File: src/rtl/dump_pkg.sv
// Shared types for the debug-unit state-dump sequencer.
// DUMP_CHECKSUM_EN adds the trailing checksum-byte states.
package dump_pkg;

  typedef enum logic [2:0] {
    ST_IDLE       = 3'd0,
    ST_LOAD       = 3'd1,
    ST_SEND       = 3'd2,
    ST_WAIT       = 3'd3,
    ST_NEXT       = 3'd4,
    ST_DONE       = 3'd5
`ifdef DUMP_CHECKSUM_EN
    ,
    ST_CKSUM_SEND = 3'd6,
    ST_CKSUM_WAIT = 3'd7
`endif
  } state_e;

  typedef enum logic [1:0] {
    PH_PC  = 2'd0,
    PH_REG = 2'd1,
    PH_MEM = 2'd2
  } phase_e;

  // Bytes per LEN-bit word.
  function automatic int unsigned bytes_per_word(input int unsigned len);
    return len / 8;
  endfunction

endpackage

File: src/rtl/word_serializer.sv
// Splits a LEN-bit word into bytes, LSB first, and flags the last byte.
// o_byte_c is the byte that will be at the head of the register next cycle.
module word_serializer
  import dump_pkg::*;
#(
  parameter int unsigned LEN = 32
) (
  input  logic           i_clk,
  input  logic           i_rst,
  input  logic           i_load,
  input  logic [LEN-1:0] i_word,
  input  logic           i_shift,
  output logic [7:0]     o_byte_c,
  output logic           o_last_c
);

  localparam int unsigned NB    = bytes_per_word(LEN);
  localparam int unsigned CNT_W = (NB > 1) ? $clog2(NB) : 1;

  logic [LEN-1:0]   shift_q, shift_d;
  logic [CNT_W-1:0] cnt_q, cnt_d;

  assign o_last_c = (cnt_q == CNT_W'(NB - 1));
  assign o_byte_c = shift_d[7:0];

  // Load restarts the byte count; each shift advances it and wraps after the last byte.
  always_comb begin
    shift_d = shift_q;
    cnt_d   = cnt_q;
    if (i_load) begin
      shift_d = i_word;
      cnt_d   = '0;
    end else if (i_shift) begin
      shift_d = shift_q >> 8;
      cnt_d   = o_last_c ? '0 : cnt_q + CNT_W'(1);
    end
  end

  always_ff @(posedge i_clk) begin
    if (i_rst) begin
      shift_q <= '0;
      cnt_q   <= '0;
    end else begin
      shift_q <= shift_d;
      cnt_q   <= cnt_d;
    end
  end

endmodule

File: src/rtl/debug_dump_ctrl.sv
// Dumps PC, register file and data memory over the UART TX byte interface.
// DUMP_CHECKSUM_EN appends an XOR checksum byte after the last memory word.
module debug_dump_ctrl
  import dump_pkg::*;
#(
  parameter int unsigned LEN      = 32,
  parameter int unsigned CANT_REG = 16,
  parameter int unsigned CANT_MEM = 8
) (
  input  logic                        i_clk,
  input  logic                        i_rst,
  input  logic                        i_start,
  input  logic [LEN-1:0]              i_pc,
  input  logic [LEN-1:0]              i_reg_data,
  input  logic [LEN-1:0]              i_mem_data,
  input  logic                        i_tx_done,
  output logic [$clog2(CANT_REG)-1:0] o_addr_reg,
  output logic [$clog2(CANT_MEM)-1:0] o_addr_mem,
  output logic                        o_tx_start,
  output logic [7:0]                  o_tx_data,
  output logic                        o_busy,
  output logic                        o_done
);

  localparam int unsigned AR_W = $clog2(CANT_REG);
  localparam int unsigned AM_W = $clog2(CANT_MEM);

  state_e          state_q, state_d;
  phase_e          phase_q, phase_d;
  logic [AR_W-1:0] addr_reg_q, addr_reg_d;
  logic [AM_W-1:0] addr_mem_q, addr_mem_d;
  logic            tx_start_q, tx_start_d;
  logic [7:0]      tx_data_q, tx_data_d;
  logic            busy_q, busy_d;
  logic            done_q, done_d;
`ifdef DUMP_CHECKSUM_EN
  logic [7:0]      cksum_q, cksum_d;
`endif

  logic [LEN-1:0]  word_sel;
  logic            ser_load;
  logic            ser_shift;
  logic [7:0]      ser_byte_c;
  logic            ser_last_c;

  assign o_addr_reg = addr_reg_q;
  assign o_addr_mem = addr_mem_q;
  assign o_tx_start = tx_start_q;
  assign o_tx_data  = tx_data_q;
  assign o_busy     = busy_q;
  assign o_done     = done_q;

  always_comb begin
    case (phase_q)
      PH_REG:  word_sel = i_reg_data;
      PH_MEM:  word_sel = i_mem_data;
      default: word_sel = i_pc;
    endcase
  end

  assign ser_load  = (state_q == ST_LOAD);
  assign ser_shift = (state_q == ST_WAIT) && i_tx_done;

  word_serializer #(
    .LEN (LEN)
  ) u_ser (
    .i_clk    (i_clk),
    .i_rst    (i_rst),
    .i_load   (ser_load),
    .i_word   (word_sel),
    .i_shift  (ser_shift),
    .o_byte_c (ser_byte_c),
    .o_last_c (ser_last_c)
  );

  // Next state; the outgoing byte is captured on the transition into a send state.
  always_comb begin
    state_d    = state_q;
    phase_d    = phase_q;
    addr_reg_d = addr_reg_q;
    addr_mem_d = addr_mem_q;
    tx_data_d  = tx_data_q;
`ifdef DUMP_CHECKSUM_EN
    cksum_d    = cksum_q;
`endif

    case (state_q)
      ST_IDLE: begin
        if (i_start) begin
          state_d    = ST_LOAD;
          phase_d    = PH_PC;
          addr_reg_d = '0;
          addr_mem_d = '0;
`ifdef DUMP_CHECKSUM_EN
          cksum_d    = '0;
`endif
        end
      end
      ST_LOAD: begin
        tx_data_d = ser_byte_c;
        state_d   = ST_SEND;
      end
      ST_SEND: begin
`ifdef DUMP_CHECKSUM_EN
        cksum_d = cksum_q ^ tx_data_q;
`endif
        state_d = ST_WAIT;
      end
      ST_WAIT: begin
        if (i_tx_done) begin
          if (ser_last_c) begin
            state_d = ST_NEXT;
          end else begin
            tx_data_d = ser_byte_c;
            state_d   = ST_SEND;
          end
        end
      end
      ST_NEXT: begin
        state_d = ST_LOAD;
        case (phase_q)
          PH_REG: begin
            if (addr_reg_q == AR_W'(CANT_REG - 1)) begin
              addr_reg_d = '0;
              addr_mem_d = '0;
              phase_d    = PH_MEM;
            end else begin
              addr_reg_d = addr_reg_q + AR_W'(1);
            end
          end
          PH_MEM: begin
            if (addr_mem_q == AM_W'(CANT_MEM - 1)) begin
              addr_mem_d = '0;
`ifdef DUMP_CHECKSUM_EN
              tx_data_d  = cksum_q;
              state_d    = ST_CKSUM_SEND;
`else
              state_d    = ST_DONE;
`endif
            end else begin
              addr_mem_d = addr_mem_q + AM_W'(1);
            end
          end
          default: begin
            phase_d    = PH_REG;
            addr_reg_d = '0;
          end
        endcase
      end
      ST_DONE: state_d = ST_IDLE;
`ifdef DUMP_CHECKSUM_EN
      ST_CKSUM_SEND: state_d = ST_CKSUM_WAIT;
      ST_CKSUM_WAIT: begin
        if (i_tx_done) begin
          state_d = ST_DONE;
        end
      end
`endif
      default: state_d = ST_IDLE;
    endcase

`ifdef DUMP_CHECKSUM_EN
    tx_start_d = (state_d == ST_SEND) || (state_d == ST_CKSUM_SEND);
`else
    tx_start_d = (state_d == ST_SEND);
`endif
    busy_d = (state_d != ST_IDLE);
    done_d = (state_d == ST_DONE);
  end

  always_ff @(posedge i_clk) begin
    if (i_rst) begin
      state_q    <= ST_IDLE;
      phase_q    <= PH_PC;
      addr_reg_q <= '0;
      addr_mem_q <= '0;
      tx_start_q <= 1'b0;
      tx_data_q  <= '0;
      busy_q     <= 1'b0;
      done_q     <= 1'b0;
`ifdef DUMP_CHECKSUM_EN
      cksum_q    <= '0;
`endif
    end else begin
      state_q    <= state_d;
      phase_q    <= phase_d;
      addr_reg_q <= addr_reg_d;
      addr_mem_q <= addr_mem_d;
      tx_start_q <= tx_start_d;
      tx_data_q  <= tx_data_d;
      busy_q     <= busy_d;
      done_q     <= done_d;
`ifdef DUMP_CHECKSUM_EN
      cksum_q    <= cksum_d;
`endif
    end
  end

endmodule
File: config.mk
export PLATFORM = sky130hd
export DESIGN_NAME = debug_dump_ctrl
export DESIGN_NICKNAME = d
export VERILOG_FILES = /design/src/rtl/dump_pkg.sv /design/src/rtl/word_serializer.sv /design/src/rtl/debug_dump_ctrl.sv
export SDC_FILE = /design/constraint.sdc
export NUM_CORES = 1
export LEC_CHECK = 0
export CAP_MARGIN = 20
export CELL_PAD_IN_SITES_DETAIL_PLACEMENT = 0
export CELL_PAD_IN_SITES_GLOBAL_PLACEMENT = 1
export CORE_UTILIZATION = 30
export DETAILED_ROUTE_END_ITERATION = 8
export PLACE_DENSITY_LB_ADDON = 0.15
export SLEW_MARGIN = 20
export SYNTH_ARGS = -nofsm -noshare
export SYNTH_HDL_FRONTEND = slang
export SYNTH_SLANG_ARGS = --single-unit
File: constraint.sdc
create_clock -name i_clk -period 5.1 [get_ports i_clk]
set_clock_uncertainty 0.2 [all_clocks]
set_input_delay 0.51 -clock i_clk [delete_from_list [all_inputs] [get_ports i_clk]]
set_output_delay 0.51 -clock i_clk [all_outputs]
set_load 0.03 [all_outputs]
* Yosys cells after proc, flatten, opt, wreduce, memory -nomap -nowiden *
Cells that the tools add are included.

operators by class
  $add $sub $neg = 3
  equal/unequal tests = 17
  mux-type cells = 26
  reductions and logical operators = 11

operator list
  operator                                                                  number
  32-bit two-way mux                                                        2
  32-bit one-hot mux with 2 select lines                                    1
  3-bit two-way mux                                                         8
  8-bit two-way mux                                                         2
  4-bit one-hot mux with 2 select lines                                     2
  8-bit one-hot mux with 2 select lines                                     1
  3-bit one-hot mux with 5 select lines                                     1
  3-bit one-hot mux with 2 select lines                                     2
  3-bit by 2-bit equality test with 1-bit output (second input constant)    3
  3-bit equality test (second input constant)                               3
  4-bit two-way mux                                                         2
  2-bit inequality test (second input constant)                             4
  2-bit one-hot mux with 2 select lines                                     2
  4-bit AND reduction                                                       2
  2-bit two-way mux                                                         3
  3-bit AND reduction                                                       2
  2-bit nonzero test                                                        3
  4-bit by 1-bit adder with 4-bit output (second input constant)            1
  2-bit equality test (second input constant)                               2
  4-bit equality test (second input constant)                               1
  3-bit by 1-bit adder with 3-bit output (second input constant)            1
  3-bit by 1-bit equality test with 1-bit output (second input constant)    1
  3-bit logical NOT                                                         1
  3-bit by 2-bit inequality test with 1-bit output (second input constant)  1
  other kinds (6)                                                           6

storage, ports and cells
  bits in registers = 57
  output and inout bits = 18
  logic and storage cells = 68

* Longest topological paths before layout *
Gate-level depths: netlist of run 1.

  depth after elaboration = 7
  gate-level depth with buffers = 9
  gate-level depth less buffers = 6

* Modules after synthesis *
From an unflattened synthesis of run 1, not the netlist that was laid out.

unflattened totals
  cells, all modules = 393
  area total of the unflattened synthesis = 3284.4 µm²

modules (own cells, without submodules)
  module           times used  cells each  area an instance (µm²)  seq. area each (µm²)
  debug_dump_ctrl  1           225         1650.3                  460.4
  word_serializer  1           168         1634.1                  680.7

* Worst setup path before layout of run 1 *
OpenSTA, ideal clock, no wires.

  path type = reg2reg
  start point = register phase_q[0]
  end point = register u_ser.shift_q[26]
  setup time = 0.128 ns
  arrival time = 1.629 ns
  required time = 4.772 ns
  slack = 3.143 ns
  stages on the path, launching flop included = 9
  buffers on the path = 3
  cells stage by stage = dfxtp_1 > inv_1 > ha_1 > buf_2 > buf_1 > clkbuf_1 > o21ai_0 > a22oi_1 > nor2_1

on the way
  longest elaborated chain between the ends = 3

RTL lines
  element                                                                                RTL line                source
  from (decl)                                                                            debug_dump_ctrl.sv:29   phase_e phase_q, phase_d;
  from (signal assigned)                                                                 debug_dump_ctrl.sv:186  phase_q <= phase_d;
  2-bit equality test or 2-bit by 1-bit equality test with 1-bit output (tied branches)  debug_dump_ctrl.sv:54   case (phase_q)
  32-bit one-hot mux with 2 select lines (*)                                             debug_dump_ctrl.sv:54
  32-bit two-way mux (*)                                                                 word_serializer.sv:30   if (i_load) begin
  to (signal assigned)                                                                   word_serializer.sv:44   shift_q <= shift_d;
  to (decl)                                                                              word_serializer.sv:20   logic [LEN-1:0] shift_q, shift_d;

Mark *: on every way between the ends. The rest lies on a longest branch, timed or not.
A chain may end at the register's enable or synchronous reset.

* Final worst setup path of run 1 *
  start point = register state_q[0]
  end point = register u_ser.shift_q[6]

on the way
  longest elaborated chain between the ends = 4

RTL lines
  element                                         RTL line                source
  from (decl)                                     debug_dump_ctrl.sv:28   state_e state_q, state_d;
  from (signal assigned)                          debug_dump_ctrl.sv:185  state_q <= state_d;
  3-bit by 2-bit equality test with 1-bit output  debug_dump_ctrl.sv:62   assign ser_shift = (state_q == ST_WAIT) && i_tx_done;
  1-bit logical AND                               debug_dump_ctrl.sv:62
  32-bit two-way mux                              word_serializer.sv:33   end else if (i_shift) begin
  32-bit two-way mux (*)                          word_serializer.sv:30

Mark *: on every way between the ends. The rest lies on a longest branch, timed or not. The select of a mux whose other input is x is not followed.

==> results.txt, run 1 <==
The path class of the tightest hold or removal check is reg2reg. In this run the tightest slew margin relative to its limit is 0.315. Detailed routing inserted a total of 2,919 vias. Counting every sink on the clock net gives 57. The power per standard cell area came out at 269 mW/mm^2. The maximum number of pins on one net before global-route repair is 65. The placement-stage cell area came out at 0.00409 mm^2.

For this run, the register share of the synthesized area comes to 0.392. The cell area after layout is 0.00431 mm^2. For this run, the leading register cell type out of synthesis is sky130_fd_sc_hd__dfxtp_1. The slack of the critical path is 2.45 ns. Before CTS, the worst setup slack after placement is 2.30 ns.

The worst setup path is captured at a flop. The number of distinct library cell variants in the gate-level netlist after synthesis is 42. After legalization and detailed placement, the total HPWL measured 5820 um. The total of hold buffers inserted after clock tree synthesis is 0.

The number of buffers added by the clock tree synthesis step came out at 9. The count of standard-cell rows is 35. The number of max-slew violations in the final report came to 0. The cell area after synthesis came out at 0.00291 mm^2. The post-CTS setup-driven buffer insertion count is 0. Sorting the synthesized cells by area gives the leading types as sky130_fd_sc_hd__dfxtp_1 (39%), sky130_fd_sc_hd__a22oi_1 (11%), sky130_fd_sc_hd__a21oi_1 (4.5%), sky130_fd_sc_hd__a211oi_1 (4.4%), sky130_fd_sc_hd__nor2_1 (3.9%). The first global-routing pass estimated 14,000 um of wire. The core region is 0.00933 mm^2.

The initial antenna violation count came out at 0. The cell type of the slowest stage on the worst timing path is sky130_fd_sc_hd__or2_1. The analysis attributes to cell leakage a power of 1.49 nW. The worst endpoint data arrival time came out at 2.70 ns.

The area enclosed by the die boundary is 0.0101 mm^2. The number of enable flip-flop cells after synthesis came out at 0. Port buffering added 117 buffers. The critical path goes through nor3b_4 > buf_4 > or2_1 > o221a_2 > nor2b_1. STA classifies the critical path startpoint as a flop. The kind of cell adding the most delay to the critical path is simple AND/OR/NAND/NOR gates.

The overall power consumption came out at 0.00116 W. The first TritonRoute pass finished after 4 iterations. The DRC violation total after the first TritonRoute iteration came out at 139. The number of endpoints with negative hold slack in the final report is 0. Hold timing on the final database bottoms out at a slack of 0.276 ns.

The clock tree from TritonCTS is built. The most used standard cell by instance count after synthesis is sky130_fd_sc_hd__dfxtp_1. The setup total negative slack is 0 ns. The number of flip-flops under the largest register name came out at 32. Setup violations remaining at the end of the flow were counted as 0. The maximum clock path buffer count came out at 2.

Synthesis produced 339 cells. The slew at the pin closest to its max-slew limit is 1.03 ns. The top-area cell type share of the netlist area is 0.392. The via count of the first global-routing pass came to 2,861. Compared with the post-synthesis result, the final layout area differs by 47.8%.

The post-synthesis net count came out at 445. The ratio of final minimum period to clock period is 0.520. The setup path with the least slack is of type reg2reg. The die boundary height is 101 um. The detail-routed via count per cell came out at 5.12. In this run the horizontal extent of the chip is 101 um. At the later pin of the worst-skew pair, clock insertion delay measures 0.33 ns. Yosys printed 0 warnings. The delay of the slowest cell on the worst path is 0.76 ns. The flow ran to the end, and the final reports show no timing, DRC or antenna violations. The tool flagged a number of max-cap violations equal to 0. The shortest period the worst path allows is 2.65 ns.

The mean post-synth cell area came out at 8.59 um^2. Timing would allow up to 0.377 GHz. The register clock-pin slew on the reported worst setup and hold paths is 0.06 ns. IR analysis of the VDD net gives a maximum drop of 0.158 mV. The data required time of the critical path is 5.15 ns.

The antenna violation net count after detailed routing is 0. Setup repair after global routing left no endpoint under its margin. The post-cts repair resize count came out at 0. The final estimated routing congestion in global placement is 0.759. The effective utilization at floorplan is 0.312. The number of ports placed on the die boundary came out at 118. Counting flops and latches in the post-synthesis netlist gives 57.

The global-route usage over all layers came out at 0.177. The number of buffers and inverters on the critical path came out at 1. After detailed routing, the number of remaining DRC violations is 0. The fraction of final layout cells sized beyond drive strength 1 is 0.0726. For this run, asynchronously set or reset flops after synthesis account for 0. By count the netlist is led by sky130_fd_sc_hd__dfxtp_1 (57), sky130_fd_sc_hd__a22oi_1 (42), sky130_fd_sc_hd__nor2_1 (30). For this block, the routed nets add up to 8450 um of wire.

The repair_antennas step left the layout with diodes totalling 0. The final net count came out at 543. Clock tree synthesis selected as its root buffer the cell sky130_fd_sc_hd__clkbuf_8.

Summed over all instances, the cell type with the most area after synthesis is sky130_fd_sc_hd__dfxtp_1. Dividing the detail-routed wire length by the instance count gives 14.8 um. Of all nets on the critical path, the largest fanout is 36. The total overflow left after global routing is 0.

The H-tree depth reported by CTS is 3.
## worst paths after layout
path,from,to,slack (ns),cells past startpoint
setup reg to reg,state_q[0],u_ser.shift_q[6],2.45,5
setup / recovery,state_q[0],u_ser.shift_q[6],2.45,5
hold / removal,o_tx_data[0],o_tx_data[0],0.28,1
hold reg to reg,o_tx_data[0],o_tx_data[0],0.28,1
## metal layers
layer  up-vias  GRT usage  routed length (um)
met5         -          0                   0
met4         0     0.0635                 116
met3        13     0.0354                 476
met2        98      0.273                3470
met1      1323      0.244                4390
li1       1485          -                   -
## final cells by class
class	instances	area [um^2]
Clock inverter	2	35.0
Inverter	6	22.5
Multi-Input combinational cell	243	1580
Sequential cell	57	1140
Fill cell	928	5020
Timing Repair Buffer	120	1190
Clock buffer	13	179
Tap cell	129	161
## power by group
group	switching (W)	internal, W	total, W	leakage, nW
combinational	0.0000888	0.000127	0.000216	0.911
clock	0.000167	0.000275	0.000443	0.112
sequential	0.0000205	0.000478	0.000499	0.465
total	0.000276	0.000881	0.00116	1.49
## logic make-up (layout without fill, tap and decap cells)
kind of cell,Yosys count,after routing,share of synthesized area
muxes,1,1,0.00344
adders and majority gates,6,6,0.0258
buffers and inverters,39,141,0.0696
and+or+nand+nor,91,91,0.160
AOI/OAI and AO/OA,145,145,0.350
DFF,57,57,0.392
## per-stage QoR
step | instances | utilization
finish | 570 | 0.462
detailed placement | 555 | 0.439
global route | 570 | 0.462
global placement | 555 | 0.439
CTS | 570 | 0.462
floorplan | 339 | -
## cell usage in the layout, fill, tap and decap left out, drive strengths merged, types with 2 or more instances in the layout
cell	netlist	layout
buf	18	4
a211oi	17	17
clkdlybuf4s50	0	116
inv	6	6
a22oi	42	42
o211ai	8	8
o22ai	16	16
o221a	8	8
ha	6	6
nor3	5	5
o21ai	14	14
nor3b	2	2
a21o	2	2
nand2	19	19
or2	2	2
a21oi	26	26
nand2b	6	6
dfxtp	57	57
a22o	8	8
nand3	5	5
nor2	30	30
nand4	2	2
nor2b	8	8
or3	3	3
clkbuf	15	13
No activity file was read; power rests on OpenSTA's default activity.
==> run 2: changes to the inputs <==
--- a/config.mk
+++ b/config.mk
@@ -8,7 +8,7 @@
 export CAP_MARGIN = 20
 export CELL_PAD_IN_SITES_DETAIL_PLACEMENT = 0
 export CELL_PAD_IN_SITES_GLOBAL_PLACEMENT = 1
-export CORE_UTILIZATION = 30
+export CORE_UTILIZATION = 28
 export DETAILED_ROUTE_END_ITERATION = 8
 export PLACE_DENSITY_LB_ADDON = 0.15
 export SLEW_MARGIN = 20
==> constraint.sdc (replaced) <==
create_clock -name i_clk -period 2.3 [get_ports i_clk]
set_clock_uncertainty 0.2 [all_clocks]
set_input_delay 0.23 -clock i_clk [delete_from_list [all_inputs] [get_ports i_clk]]
set_output_delay 0.23 -clock i_clk [all_outputs]
set_load 0.03 [all_outputs]
==> results.txt, run 2 (synthesis results as in run 1) <==
The global-route usage over all layers is 0.162 (-0.0144). The flow ran to the end, and the final reports show no timing, DRC or antenna violations. The count of cell instances traversed by the critical path came to 5 (unchanged). The logic gate share of total power is 0.206 (+0.019). The clock tree root driver cell is sky130_fd_sc_hd__clkbuf_8. The ratio of final minimum period to clock period came to 0.920 (+0.399). The power per standard cell area is 548 mW/mm^2 (+100%).

The number of buffers added by the clock tree synthesis step is 9 (unchanged). The headroom to the max-slew limit came out at 0.501 (+0.186). The worst setup path is of the reg2reg kind.

The register-to-register setup slack came out at 0.19 ns (-2.26 ns). The maximum clock path buffer count came out at 2 (unchanged). The vias after detailed routing is 2,933 (+0.48%). The via count of the first global-routing pass was 2,887 (+0.91%).

The number of I/O port buffers came out at 117 (unchanged). The number of max-slew violations in the final report was 0 (unchanged). The peak clock frequency supported by timing is 0.473 GHz (+25%). The signed area change from the synthesized netlist to the final layout came out at 49.5%. The detail-routed via count per cell is 5.01 (-2.3%). The x dimension of the die came out at 104 um (+3.4%).

The number of buffers and inverters on the critical path was 1 (unchanged). The static leakage power is 1.52 nW (+2.0%). The minimum hold slack is 0.0656 ns (-0.211 ns).

The die boundary height came out at 104 um (+3.4%). The count of standard-cell rows came out at 36 (+2.9%). The final standard cell count with taps included and fillers excluded was 586 (+2.8%). The clock sink count came out at 57 (unchanged). The maximum number of pins on one net before global-route repair came out at 65 (unchanged). The cell type of the slowest stage on the worst timing path is sky130_fd_sc_hd__dfxtp_1.

The switching portion of total power was 0.274 (+0.0348). The kind of cell adding the most delay to the critical path is simple AND/OR/NAND/NOR gates. The final net count is 554 (+2.0%). The maximum fanout along the worst path came out at 16 (-56%). The internal cell power came out at 0.00173 W (+97%). The wire length of the first global-routing pass came out at 14,300 um (+2.1%). The DRC violation total after the first TritonRoute iteration is 155 (+12%). The critical path goes through and4b_1 > or2_1 > buf_4 > o22ai_1 > a211oi_1. The type of element capturing the critical path is a flop.

The footprint of the flip-flops and latches is 0.00114 mm^2 (unchanged). The post-cts repair resize count is 0 (unchanged). The detailed placer's ending HPWL came out at 6240 um (+7.2%). STA classifies the critical path startpoint as a flop.

The first-pass iteration count of the detailed router is 4 (unchanged). The initial antenna violation count is 0 (unchanged). The area occupied by multi-input gates came to 0.00158 mm^2 (unchanged).

The later-pin clock latency in the skew report is 0.33 ns (about the same). The delay of the slowest cell on the worst path was 0.53 ns (-0.23 ns). The part of the power in registers is 0.465 (+0.034). The final routed DRC violation total is 0 (unchanged). The fill cell total of the finished layout came out at 1,017 (+9.6%).

The number of setup violations in the final report is 0 (unchanged). The overflow left after global routing came out at 0 (unchanged). The fraction of power consumed by the clock network is 0.330 (-0.052).

The total of hold buffers inserted after clock tree synthesis came out at 0 (unchanged). The slack of the critical path came out at 0.185 ns (-2.26 ns). The post-CTS setup-driven buffer insertion count is 0 (unchanged). The largest voltage drop on the vdd net came out at 0.208 mV (+31%).

The number of endpoints with negative hold slack in the final report is 0 (unchanged). The post-detailed-routing wire length is 8880 um (+5.0%). The cell count of the worst hold path is 2 (+1).

The effective utilization at floorplan was 0.294 (-0.0183). The core region area is 0.00991 mm^2 (+6.2%). The worst endpoint data arrival time came out at 2.15 ns (-0.55 ns). The final estimated routing congestion in global placement came out at 0.724 (-4.6%).

The count of antenna diodes in the layout is 0 (unchanged). The area enclosed by the die boundary came out at 0.0108 mm^2 (+7.0%). The number of maximum-capacitance violations is 0 (unchanged).

The count of cells along the worst register-to-register path came out at 5 (unchanged). The antenna violation net count after detailed routing came out at 0 (unchanged). Leaving out fill and tap cells, the most frequent cells in the layout are sky130_fd_sc_hd__clkdlybuf4s50_1 (116), sky130_fd_sc_hd__dfxtp_1 (57), sky130_fd_sc_hd__a22oi_1 (42), sky130_fd_sc_hd__nor2_1 (30), sky130_fd_sc_hd__a21oi_1 (26). The setup total negative slack is 0 ns (unchanged).

The data required time of the critical path is 2.33 ns (-2.82 ns). The wire length per cell was 15.1 um (+2.2%). The number of ports placed on the die boundary came to 118 (unchanged). The setup slack after placement is 0.107 ns (-2.19 ns). The cell count after placement came to 570 (+2.7%). The number of flip-flops under the largest register name is 32 (unchanged). The net switching power is 0.000652 W (+140%).

The register clock-pin slew on the reported worst setup and hold paths is 0.07 ns (about the same). The H-tree depth reported by CTS is 3 (unchanged). The fraction of final layout cells sized beyond drive strength 1 came out at 0.0949 (+0.0224). The shortest period the worst path allows is 2.11 ns (-0.538 ns). The slew at the pin closest to its max-slew limit came out at 0.745 ns (-0.282 ns). The library cell used most frequently in the layout, excluding fill and tap cells, is sky130_fd_sc_hd__clkdlybuf4s50_1.

TritonCTS built the clock tree. The class of the worst hold path is in2reg. Setup repair after global routing left no endpoint under its margin.
run 2: worst reg2reg max path: stages, from the launching register on:
cell and delay (ns):
sky130_fd_sc_hd__dfxtp_1 0.53, sky130_fd_sc_hd__and4b_1 0.31, sky130_fd_sc_hd__or2_1 0.31, sky130_fd_sc_hd__buf_4 0.29, sky130_fd_sc_hd__o22ai_1 0.13, sky130_fd_sc_hd__a211oi_1 0.26
run 2: through the flow:
step	power, W	area, um^2	utilization
6_report	0.00238	4350	0.439
3_5_place_dp	0.00162	4190	0.423
4_1_cts	0.00241	4350	0.439
2_1_floorplan	0.00137	2910	-
3_3_place_gp	0.00161	4190	0.423
5_1_grt	0.00250	4350	0.439
run 2: final timing paths:
kind / start / to
hold / removal: i_rst / state_q[2]
setup / recovery: state_q[1] / u_ser.shift_q[8]
setup reg to reg: state_q[1] / u_ser.shift_q[8]
hold reg to reg: o_tx_data[4] / o_tx_data[4]
run 2: metal layers:
layer,vias up,global-route usage,wire length (um)
li1,1505,-,-
met1,1341,0.222,4490
met2,82,0.255,3880
met3,5,0.0332,453
met4,0,0.0500,47
met5,-,0,0
run 2: layout make-up:
class,instances,share of cell area
clock buffer,10,0.0293
clock inverter,6,0.00805
inverter,6,0.00517
multi-input combinational,243,0.362
sequential,57,0.262
tap,133,0.0382
timing repair buffer,131,0.295
run 2: power by group through the flow:
stage / sequential (W) / clock, W / combinational [W]
after floorplan: 0.00113 / 0 / 0.000240
after global placement: 0.00113 / 0 / 0.000481
after detailed placement: 0.00113 / 0 / 0.000489
after CTS: 0.00111 / 0.000811 / 0.000493
after global routing: 0.00112 / 0.000853 / 0.000531
final: 0.00111 / 0.000786 / 0.000490
